[config.mk]
export PLATFORM = sky130hd
export DESIGN_NAME = multicycle_control
export DESIGN_NICKNAME = d
export VERILOG_FILES = /design/src/rtl/mips_ctrl_pkg.sv /design/src/rtl/multicycle_control.sv
export SDC_FILE = /design/constraint.sdc
export NUM_CORES = 1
export LEC_CHECK = 0
export ABC_AREA = 1
export CORE_ASPECT_RATIO = 0.8
export CORE_UTILIZATION = 44
export DETAILED_ROUTE_END_ITERATION = 10
export PLACE_DENSITY = 0.88
export SLEW_MARGIN = 25
export SYNTH_ARGS = -nofsm -noshare
export SYNTH_HDL_FRONTEND = slang
export SYNTH_SLANG_ARGS = --single-unit
[constraint.sdc]
create_clock -name clk -period 1.9 [get_ports clk]
set_clock_uncertainty 0.05 [all_clocks]
set_input_delay 0.475 -clock clk [delete_from_list [all_inputs] [get_ports clk]]
set_output_delay 0.475 -clock clk [all_outputs]
set_load 0.01 [all_outputs]
[src/rtl/mips_ctrl_pkg.sv]
// Shared encodings for the multicycle MIPS control FSM:
// opcodes, FSM states and datapath select values.
package mips_ctrl_pkg;

    localparam logic [5:0] OP_RTYPE = 6'b000000;
    localparam logic [5:0] OP_LW    = 6'b100011;
    localparam logic [5:0] OP_SW    = 6'b101011;
    localparam logic [5:0] OP_BEQ   = 6'b000100;
    localparam logic [5:0] OP_J     = 6'b000010;
    localparam logic [5:0] OP_ADDI  = 6'b001000;
    localparam logic [5:0] OP_ANDI  = 6'b001100;
    localparam logic [5:0] OP_ORI   = 6'b001101;
    localparam logic [5:0] OP_SLTI  = 6'b001010;

    typedef enum logic [3:0] {
        S_IDLE,
        S_FETCH,
        S_DECODE,
        S_MEM_ADDR,
        S_MEM_READ,
        S_MEM_WB,
        S_MEM_WRITE,
        S_EXECUTE,
        S_ALU_WB,
        S_BRANCH,
        S_JUMP,
        S_IMM_EXEC,
        S_IMM_WB
    } state_e;

    localparam logic [1:0] ALU_ADD   = 2'b00;
    localparam logic [1:0] ALU_SUB   = 2'b01;
    localparam logic [1:0] ALU_FUNCT = 2'b10;
    localparam logic [1:0] ALU_IMM   = 2'b11;

    localparam logic [1:0] SRCB_B      = 2'b00;
    localparam logic [1:0] SRCB_FOUR   = 2'b01;
    localparam logic [1:0] SRCB_IMM    = 2'b10;
    localparam logic [1:0] SRCB_IMM_SH = 2'b11;

    localparam logic [1:0] PCSRC_ALU    = 2'b00;
    localparam logic [1:0] PCSRC_ALUOUT = 2'b01;
    localparam logic [1:0] PCSRC_JUMP   = 2'b10;

    function automatic logic is_legal(input logic [5:0] op);
        return op == OP_RTYPE || op == OP_LW   || op == OP_SW
            || op == OP_BEQ   || op == OP_J    || op == OP_ADDI
            || op == OP_ANDI  || op == OP_ORI  || op == OP_SLTI;
    endfunction

    function automatic logic is_zext(input logic [5:0] op);
        return op == OP_ANDI || op == OP_ORI;
    endfunction

endpackage

[src/rtl/multicycle_control.sv]
// Main control FSM of the multicycle MIPS datapath: one phase
// per cycle, memory phases stall until mem_ready.
module multicycle_control
    import mips_ctrl_pkg::*;
(
    input  logic       clk,
    input  logic       rst_n,
    input  logic [5:0] opcode,
    input  logic       mem_ready,
    output logic       pc_write,
    output logic       pc_write_cond,
    output logic       i_or_d,
    output logic       mem_read,
    output logic       mem_write,
    output logic       ir_write,
    output logic       reg_dst,
    output logic       mem_to_reg,
    output logic       reg_write,
    output logic       alu_src_a,
    output logic [1:0] alu_src_b,
    output logic [1:0] alu_op,
    output logic [1:0] pc_source,
    output logic       ext_zero,
    output logic       illegal_op,
    output logic       instr_done
);

    logic [1:0] rst_sync_q;
    state_e     state_q, state_d;
    logic [5:0] opcode_q;

    always_ff @(posedge clk or negedge rst_n) begin
        if (!rst_n) rst_sync_q <= '0;
        else        rst_sync_q <= {rst_sync_q[0], 1'b1};
    end

    // Async entry to IDLE; exit only once the synchroniser has filled.
    always_ff @(posedge clk or negedge rst_n) begin
        if (!rst_n) begin
            state_q  <= S_IDLE;
            opcode_q <= '0;
        end else if (!rst_sync_q[1]) begin
            state_q  <= S_IDLE;
            opcode_q <= '0;
        end else begin
            state_q <= state_d;
            if (state_q == S_DECODE) opcode_q <= opcode;
        end
    end

    always_comb begin
        state_d = state_q;
        unique case (state_q)
            S_IDLE:      state_d = S_FETCH;
            S_FETCH:     if (mem_ready) state_d = S_DECODE;
            S_DECODE: begin
                case (opcode)
                    OP_RTYPE:     state_d = S_EXECUTE;
                    OP_LW, OP_SW: state_d = S_MEM_ADDR;
                    OP_BEQ:       state_d = S_BRANCH;
                    OP_J:         state_d = S_JUMP;
                    OP_ADDI, OP_ANDI,
                    OP_ORI, OP_SLTI:
                                  state_d = S_IMM_EXEC;
                    default:      state_d = S_FETCH;
                endcase
            end
            S_MEM_ADDR:
                state_d = (opcode_q == OP_SW) ? S_MEM_WRITE : S_MEM_READ;
            S_MEM_READ:  if (mem_ready) state_d = S_MEM_WB;
            S_MEM_WRITE: if (mem_ready) state_d = S_FETCH;
            S_EXECUTE:   state_d = S_ALU_WB;
            S_IMM_EXEC:  state_d = S_IMM_WB;
            S_MEM_WB, S_ALU_WB, S_BRANCH, S_JUMP, S_IMM_WB:
                         state_d = S_FETCH;
            default:     state_d = S_IDLE;
        endcase
    end

    always_comb begin
        pc_write      = 1'b0;
        pc_write_cond = 1'b0;
        i_or_d        = 1'b0;
        mem_read      = 1'b0;
        mem_write     = 1'b0;
        ir_write      = 1'b0;
        reg_dst       = 1'b0;
        mem_to_reg    = 1'b0;
        reg_write     = 1'b0;
        alu_src_a     = 1'b0;
        alu_src_b     = SRCB_B;
        alu_op        = ALU_ADD;
        pc_source     = PCSRC_ALU;
        ext_zero      = 1'b0;
        illegal_op    = 1'b0;
        instr_done    = 1'b0;
        unique case (state_q)
            S_IDLE: ;
            S_FETCH: begin
                mem_read  = 1'b1;
                alu_src_b = SRCB_FOUR;
                ir_write  = mem_ready;
                pc_write  = mem_ready;
            end
            S_DECODE: begin
                alu_src_b  = SRCB_IMM_SH;
                illegal_op = !is_legal(opcode);
                instr_done = !is_legal(opcode);
            end
            S_MEM_ADDR: begin
                alu_src_a = 1'b1;
                alu_src_b = SRCB_IMM;
            end
            S_MEM_READ: begin
                mem_read = 1'b1;
                i_or_d   = 1'b1;
            end
            S_MEM_WB: begin
                reg_write  = 1'b1;
                mem_to_reg = 1'b1;
                instr_done = 1'b1;
            end
            S_MEM_WRITE: begin
                mem_write  = 1'b1;
                i_or_d     = 1'b1;
                instr_done = mem_ready;
            end
            S_EXECUTE: begin
                alu_src_a = 1'b1;
                alu_op    = ALU_FUNCT;
            end
            S_ALU_WB: begin
                reg_write  = 1'b1;
                reg_dst    = 1'b1;
                instr_done = 1'b1;
            end
            S_BRANCH: begin
                alu_src_a     = 1'b1;
                alu_op        = ALU_SUB;
                pc_write_cond = 1'b1;
                pc_source     = PCSRC_ALUOUT;
                instr_done    = 1'b1;
            end
            S_JUMP: begin
                pc_write   = 1'b1;
                pc_source  = PCSRC_JUMP;
                instr_done = 1'b1;
            end
            S_IMM_EXEC: begin
                alu_src_a = 1'b1;
                alu_src_b = SRCB_IMM;
                alu_op    = ALU_IMM;
                ext_zero  = is_zext(opcode_q);
            end
            S_IMM_WB: begin
                reg_write  = 1'b1;
                instr_done = 1'b1;
                ext_zero   = is_zext(opcode_q);
            end
            default: ;
        endcase
    end

endmodule

Word-level counts from Yosys, hierarchy flattened. Cells that the tools add are included.

Logic and storage cells: 78. Output and inout port bits: 19. Bits of input ports: 9. Bits in registers: 12.

Reduce and logical (&&, ||, !) cells: 23. Equal/unequal tests: 27. Multiplexer cells: 25.

Operators with widths (count): $eq A6 B4 Y1 const B (6); $pmux W4 S8 (1); $eq A4 B4 Y1 const B (5); $pmux W4 S5 (1); $eq A6 B6 Y1 const B (3); $eq A4 B3 Y1 const B (4); $mux W4 (4); $mux W6 (2); $pmux W2 S3 (2); $mux W1 (11); $reduce_or A2 Y1 (5); $logic_or A1 B1 Y1 (9); $ne A3 B3 Y1 const B (3); $eq A4 B2 Y1 const B (2); $reduce_or A4 Y1 (2); $eq A6 B2 Y1 const B (1); $eq A6 B3 Y1 const B (1); $logic_not A6 Y1 (1); $reduce_or A6 Y1 (1); $reduce_or A5 Y1 (1); $eq A4 B1 Y1 const B (1); $logic_not A4 Y1 (1); $pmux W2 S2 (1); $pmux W1 S3 (1); 6 further kinds (6).

Depth between registers and ports, before layout. Gate-level depths: netlist of the first run.

Depth in word-level cells: 11. Gate-level depth with buffers: 9. Depth with buffers taken out: 9.

Least setup slack after synthesis of the first run. Ideal clock, no wire load.

Path kind: reg2out. Start point: register state_q[2]. End point: output port pc_write. Required time: 1.375 ns. Setup slack: 0.300 ns. Cell stages (with the launch flop): 6. Arrival time: 1.075 ns. Buffers on the path: 0. Cells stage by stage: dfrtp_1 > nor2_1 > inv_2 > nor2_1 > inv_1 > o22ai_1.

Word-level cells in the longest chain between the ends: 2. Elaborated cells between the ends (all ways): 3. Classes of those cells: 2 x eq/ne; 1 x mux.

RTL lines: start: declaration (line multicycle_control.sv:29) `state_e state_q, state_d;`; start signal: assignment (line multicycle_control.sv:46) `state_q <= state_d;`; $eq A4 B4 Y1 or $eq A4 B1 Y1 (tied branches) (line multicycle_control.sv:97) `unique case (state_q)`; $pmux W1 S2 (*) (line multicycle_control.sv:97); end: declaration (line multicycle_control.sv:10) `output logic pc_write,`.

Mark *: on every way between the ends. The rest lies on a longest branch, timed or not.

Final worst setup path of the first run.
Start point: register state_q[0]. End point: output port alu_src_b[0].

Word-level cells in the longest chain between the ends: 3. Elaborated cells between the ends (all ways): 6. Classes of those cells: 4 x eq/ne; 1 x mux; 1 x reduce/logical.

RTL lines: $eq A4 B4 Y1 or $eq A4 B2 Y1 (tied branches) (line multicycle_control.sv:97); $reduce_or A2 Y1 (no source line); $pmux W2 S3 (*) (line multicycle_control.sv:97); end: declaration (line multicycle_control.sv:20) `output logic [1:0] alu_src_b,`.

Marked as above.

==> impl_metrics.csv, run 1 <==
group,metric,value,unit
clocking,numCtsBuffers,3,
floorplanning,pin_count,28,
setup_path,cp_max_fo,5,
timing,final_hold_viol_count,0,
cells_and_area,multiInputGateArea,539,µm²
setup_path,crit_required,1370,ps
setup_path,cp-start-kind,"flip-flop",
routing,wire_per_inst,16.9,µm
setup_path,path_cells,"nor2_1 -> inv_2 -> nor2_4 -> inv_2 -> nand2_1 -> buf_2",
synth,netlist_area,837,µm²
timing,setup_viol_count_final,11,
placed_design,dpl_worst_slack,-748,ps
global_route,grt_usage,37.7,%
cells_and_area,utilization,87.5,%
synth,syn-instance-count,133,
placed_design,place.detailed.hpwl,2290,µm
timing,fmax,504,MHz
job,cap_violations,0,
routing,m1WireLength,1400,µm
synth,synth_top_area_share,35.9,%
placed_design,portBuffers,27,
global_route,grt_pass1_vias,1126,
placed_design,dp_cells,205,
pwr,power.density,916,nW/µm²
clocking,cts_root_buffer,"clkbuf_4",
floorplanning,die-area,2080,µm²
routing,route.met2.wl,1850,µm
clocking,clock_sinks,12,
pwr,p_leak,0.842,nW
floorplanning,initial_core_util,49.0,%
clocking,cts_tree,"done",
pwr,power,1.37,mW
synth,synth_nets,142,
synth,ys_types,20,
cells_and_area,final_cell_area,1500,µm²
timing,relSlewSlack,65.7,%
min_path,hold_path.class,"reg2reg",
placed_design,postPlaceCellArea,1310,µm²
timing,worstMarginPinSlew,512,ps
cells_and_area,diodes,0,
cells_and_area,area_growth,78.6,%
global_route,grt_max_degree,13,
routing,routed-wl-met3,368,µm
routing,ant_nets,0,
routing,drt_iter0_markers,69,
clocking,cts_max_path_buffers,2,
setup_path,worstSetupEndpointType,"output pin",
setup_path,crit_type,"reg2out",
setup_path,cpMostUsedCell,"inv_2",
setup_path,critPathMaxStageDelay,460,ps
timing,fin_crit,1980,ps
floorplanning,die_y,41.0,µm
cells_and_area,instances_no_fill,225,
global_route,antenna_found_initial,0,
clocking,htreeDepth,1,
routing,vias,1239,
floorplanning,rows,13,
routing,topRoutingLayerUsed,"met4",
timing,setup_tns,-636,ps
outcome,status,"complete, but fails checks",
timing,timing.final.crit_share,104,%
setup_path,path_buf_inv,3,
cells_and_area,final_nets,213,
global_route,grt_pass1_wl,5390,µm
synth,ys_ff_latch,12,
cells_and_area,regArea,302,µm²
setup_path,critPathSlowestCell,"dfrtp_2",
pwr,vdd_drop_max,855,µV
clocking,cts_hold_buf,0,
synth,synth_top_cell_by_area,"dfrtp_1",
cells_and_area,fillers,77,
timing,rsz0062_at_grt,"yes",
routing,firstDrtPassIters,6,
setup_path,crit_family,"flip-flops",
floorplanning,core_area,1710,µm²
routing,wl,3800,µm
global_route,grt_overflow_total,0,
placed_design,gp_congestion,0.922,
routing,viasPerCell,5.51,
synth,avgSynthCellArea,6.29,µm²
synth,yosys_warnings,0,
clocking,clk_pin_slew,70,ps
outcome,violations,"negative setup slack",
timing,slew_viol_final,0,
floorplanning,die_w,50.8,µm
timing,setup_ws,-83.7,ps
synth,seq_area_frac_synth,35.9,%
setup_path,arrival,1460,ps
cells_and_area,drive_above_1_share,53.2,%
synth,synth_top_cells_by_area,"dfrtp_1 (36%), nand2_1 (13%), nor2_1 (12%)",
timing,timing.hold.ws,314,ps
clocking,clk_latency,270,ps
routing,drt_drc_violations_left,0,
## path summary, 6_finish.rpt
kind / slack, ps / start / depth (start not counted) / to
worst min-delay path: 310 / rst_sync_q[0] / 0 / rst_sync_q[1]
worst max-delay path: -80 / state_q[0] / 6 / alu_src_b[0]
max in group asynchronous: 940 / rst_n / 1 / state_q[0]
worst max register to register: 70 / state_q[2] / 12 / state_q[0]
worst min register to register: 310 / rst_sync_q[0] / 0 / rst_sync_q[1]
min in group asynchronous: 490 / rst_n / 1 / state_q[2]
## synth_stat cells
master / n
o21ai_1: 2
conb_1: 1
inv_1: 25
o21bai_1: 1
a21oi_1: 2
o21ai_0: 7
buf_4: 1
nand2_2: 2
inv_2: 2
nand4_1: 2
o22ai_1: 8
nor3_1: 2
nor2_2: 2
nand3_1: 6
nor2_4: 1
nand2_1: 29
dfrtp_1: 12
o21ai_2: 1
o31ai_1: 1
nor2_1: 26
## placed cells by master (no fill, tap or decap), drive strengths merged, types with 6 or more instances in the layout
cell type,n
o22ai,8
o21ai,10
inv,27
buf,59
nand2,31
dfrtp,12
nor2,29
clkbuf,8
nand3,6
## sequential cells by signal, indices dropped and copies added, names as in the netlist
signal      count
state_q         4
opcode_q        6
rst_sync_q      2
## layout make-up
class | count | area share [%]
Inverter | 27 | 7.45
Timing Repair Buffer | 67 | 32.1
Clock buffer | 4 | 2.43
Multi-Input combinational cell | 93 | 36.1
Tap cell | 22 | 1.84
Sequential cell | 12 | 20.2
## what timing repair did
action,CTS,global route
resized for setup,110,38
endpoints found under the hold margin,0,0
endpoints found under the setup margin,19,21
buffers inserted,13,3
pin swaps,8,9
## per-layer routing
| metal | track usage, % | vias to the layer above |
|---|---|---|
| met4 | 18.8 | 0 |
| li1 | - | 557 |
| met1 | 43.1 | 574 |
| met5 | 0 | - |
| met2 | 69.7 | 86 |
| met3 | 8.52 | 22 |
## logic make-up (layout without fill, tap and decap cells)
| logic type | after synthesis | in the layout | share of synthesized area (%) |
|---|---|---|---|
| other | 1 | 1 | 0.448 |
| flip-flops | 12 | 12 | 35.9 |
| AO/OA/AOI/OAI | 22 | 22 | 15.4 |
| AND/OR/NAND/NOR | 70 | 70 | 35.3 |
| buffers and inverters | 28 | 98 | 13.0 |
## power breakdown
group          internal (mW)  leakage [nW]  total (mW)  switching [mW]
clock network          0.116        0.0210       0.199          0.0824
logic                  0.354         0.663       0.827           0.473
registers              0.297         0.159       0.344          0.0468
Note: power is estimated with default switching activity, not from simulation.
==> run 2, diff against run 1 <==
--- a/config.mk
+++ b/config.mk
@@ -10,6 +10,7 @@
 export CORE_UTILIZATION = 44
 export DETAILED_ROUTE_END_ITERATION = 10
 export PLACE_DENSITY = 0.88
+export REMOVE_ABC_BUFFERS = 1
 export SLEW_MARGIN = 25
 export SYNTH_ARGS = -nofsm -noshare
 export SYNTH_HDL_FRONTEND = slang
==> run 2 against run 1 <==
The flow still finishes with violations (negative setup slack). Register-to-register slack better by 20 ps. Global-route usage down 1.9 points. Hold slack better by 6.9 ps. Combinational power up 13%. Clock power up 8%. Core utilization up 2.4 points. Sequential cell count unchanged. Critical path type unchanged. Largest power group unchanged.
==> impl_metrics.csv, run 2 (synthesized netlist as in run 1, its figures left out) <==
group,metric,value,unit
timing,setup_ws,-160,ps
clocking,htreeDepth,1,
cells_and_area,top_register,"opcode_q",
setup_path,cp_max_fo,4,
routing,wire_per_inst,20.2,µm
setup_path,crit_type,"reg2out",
global_route,grt_pass1_vias,1063,
routing,wl,4540,µm
floorplanning,die-area,2080,µm²
clocking,clk_latency,280,ps
setup_path,arrival,1540,ps
setup_path,cp-start-kind,"flip-flop",
clocking,numCtsBuffers,3,
clocking,cts_tree,"done",
global_route,grt_overflow_total,0,
routing,vias,1366,
pwr,vdd_drop_max,1010,µV
cells_and_area,fillers,76,
outcome,violations,"negative setup slack",
cells_and_area,final_common_cell,"buf_4",
setup_path,worstSetupEndpointType,"output pin",
cells_and_area,diodes,0,
timing,timing.final.crit_share,108,%
routing,ant_nets,0,
timing,worstMarginPinSlew,557,ps
floorplanning,core_area,1710,µm²
clocking,cts_hold_buf,0,
timing,setup_tns,-1430,ps
outcome,status,"complete, but fails checks",
cells_and_area,drive_above_1_share,52.2,%
pwr,power.density,982,nW/µm²
min_path,hold_path.class,"reg2reg",
pwr,p_leak,0.846,nW
timing,relSlewSlack,62.7,%
min_path,holdPathStages,0,
placed_design,gp_congestion,0.886,
timing,fmax,485,MHz
routing,drt_iter0_markers,124,
timing,slew_viol_final,0,
floorplanning,rows,13,
setup_path,reg2reg_depth,10,
floorplanning,die_y,41.0,µm
setup_path,crit_required,1370,ps
cells_and_area,largest_reg_flops,6,
clocking,cts_max_path_buffers,2,
timing,rsz0062_at_grt,"yes",
cells_and_area,final_cell_mix,"buf_4 (38), nand2_1 (24), inv_1 (15)",
clocking,clock_sinks,12,
pwr,power,1.51,mW
global_route,grt_pass1_wl,5060,µm
routing,viasPerCell,6.07,
floorplanning,initial_core_util,49.0,%
routing,drt_drc_violations_left,0,
cells_and_area,final_nets,213,
timing,final_hold_viol_count,0,
placed_design,place.detailed.hpwl,2260,µm
global_route,grt_usage,35.8,%
timing,fin_crit,2060,ps
job,cap_violations,0,
global_route,grt_max_degree,13,
timing,setup_viol_count_final,18,
global_route,antenna_found_initial,0,
cells_and_area,reg.largest.list,"opcode_q: 6 flops, state_q: 4 flops, rst_sync_q: 2 flops",
floorplanning,pin_count,28,
placed_design,dpl_worst_slack,-732,ps
clocking,clk_pin_slew,90,ps
cells_and_area,area_growth,83.6,%
routing,firstDrtPassIters,5,
placed_design,portBuffers,27,
floorplanning,die_w,50.8,µm
clocking,cts_root_buffer,"clkbuf_4",
-- run 2: changes by cell type in the layout (fill, tap and decap cells not counted), sizes merged --
cell	delta
dlygate4sd2	+2
clkdlybuf4s15	+2
buf	-4
-- run 2: area by class of cell --
cell class,instances,area (µm²),area share (%)
tap,22,27.5,1.79
inverter,27,109,7.08
clock buffer,4,36.3,2.36
multi-input combinational,93,572,37.2
sequential,12,303,19.7
timing repair buffer,67,489,31.8
-- run 2: path summary, 6_finish.rpt --
check,start,end,slack (ps)
max in group asynchronous,rst_n,state_q[1],910
min in group asynchronous,rst_n,state_q[3],490
hold / removal,rst_sync_q[0],rst_sync_q[1],320
hold reg to reg,rst_sync_q[0],rst_sync_q[1],320
setup reg to reg,state_q[0],state_q[0],90
setup / recovery,state_q[2],alu_src_b[1],-160
-- run 2: layer usage --
metal / GRT usage (%) / share of wire, % / wire length (µm) / vias to the layer above
li1: - / - / - / 561
met5: 0 / 0 / 0 / -
met3: 4.44 / 12 / 539 / 41
met2: 63.3 / 44 / 2020 / 134
met4: 14.6 / 6.0 / 271 / 0
met1: 46.2 / 38 / 1720 / 630
-- run 2: where the power goes --
part / internal [mW] / switching [mW] / leakage, nW / total [mW]
sequential: 0.298 / 0.0628 / 0.157 / 0.361
clock: 0.117 / 0.0973 / 0.0210 / 0.214
combinational: 0.406 / 0.528 / 0.667 / 0.934
total: 0.821 / 0.688 / 0.846 / 1.51
-- run 2: timing repair --
action                                  4_1_cts  5_1_grt
pin swaps                                     7       10
hold endpoints to repair                      0        0
gates resized for setup                     108       33
setup buffers                                12        2
endpoints found under the setup margin       19       17
-- run 2: metrics by stage --
step | instances | hold WS, ps | util, % | cell area, µm²
2_1_floorplan | 132 | 129 | - | 830
3_3_place_gp | 207 | 285 | 77.4 | 1320
3_5_place_dp | 207 | 299 | 77.4 | 1320
4_1_cts | 223 | 316 | 86.6 | 1480
5_1_grt | 225 | 325 | 90.0 | 1540
6_report | 225 | 321 | 90.0 | 1540
-- run 2: worst max-delay path, cell delays in order, from the launching register on --
cell     delay, ps
dfrtp_1        440
buf_6          140
nor2_4         110
inv_4           70
nor2_4         170
inv_2           80
o21ai_2         60
buf_2          170
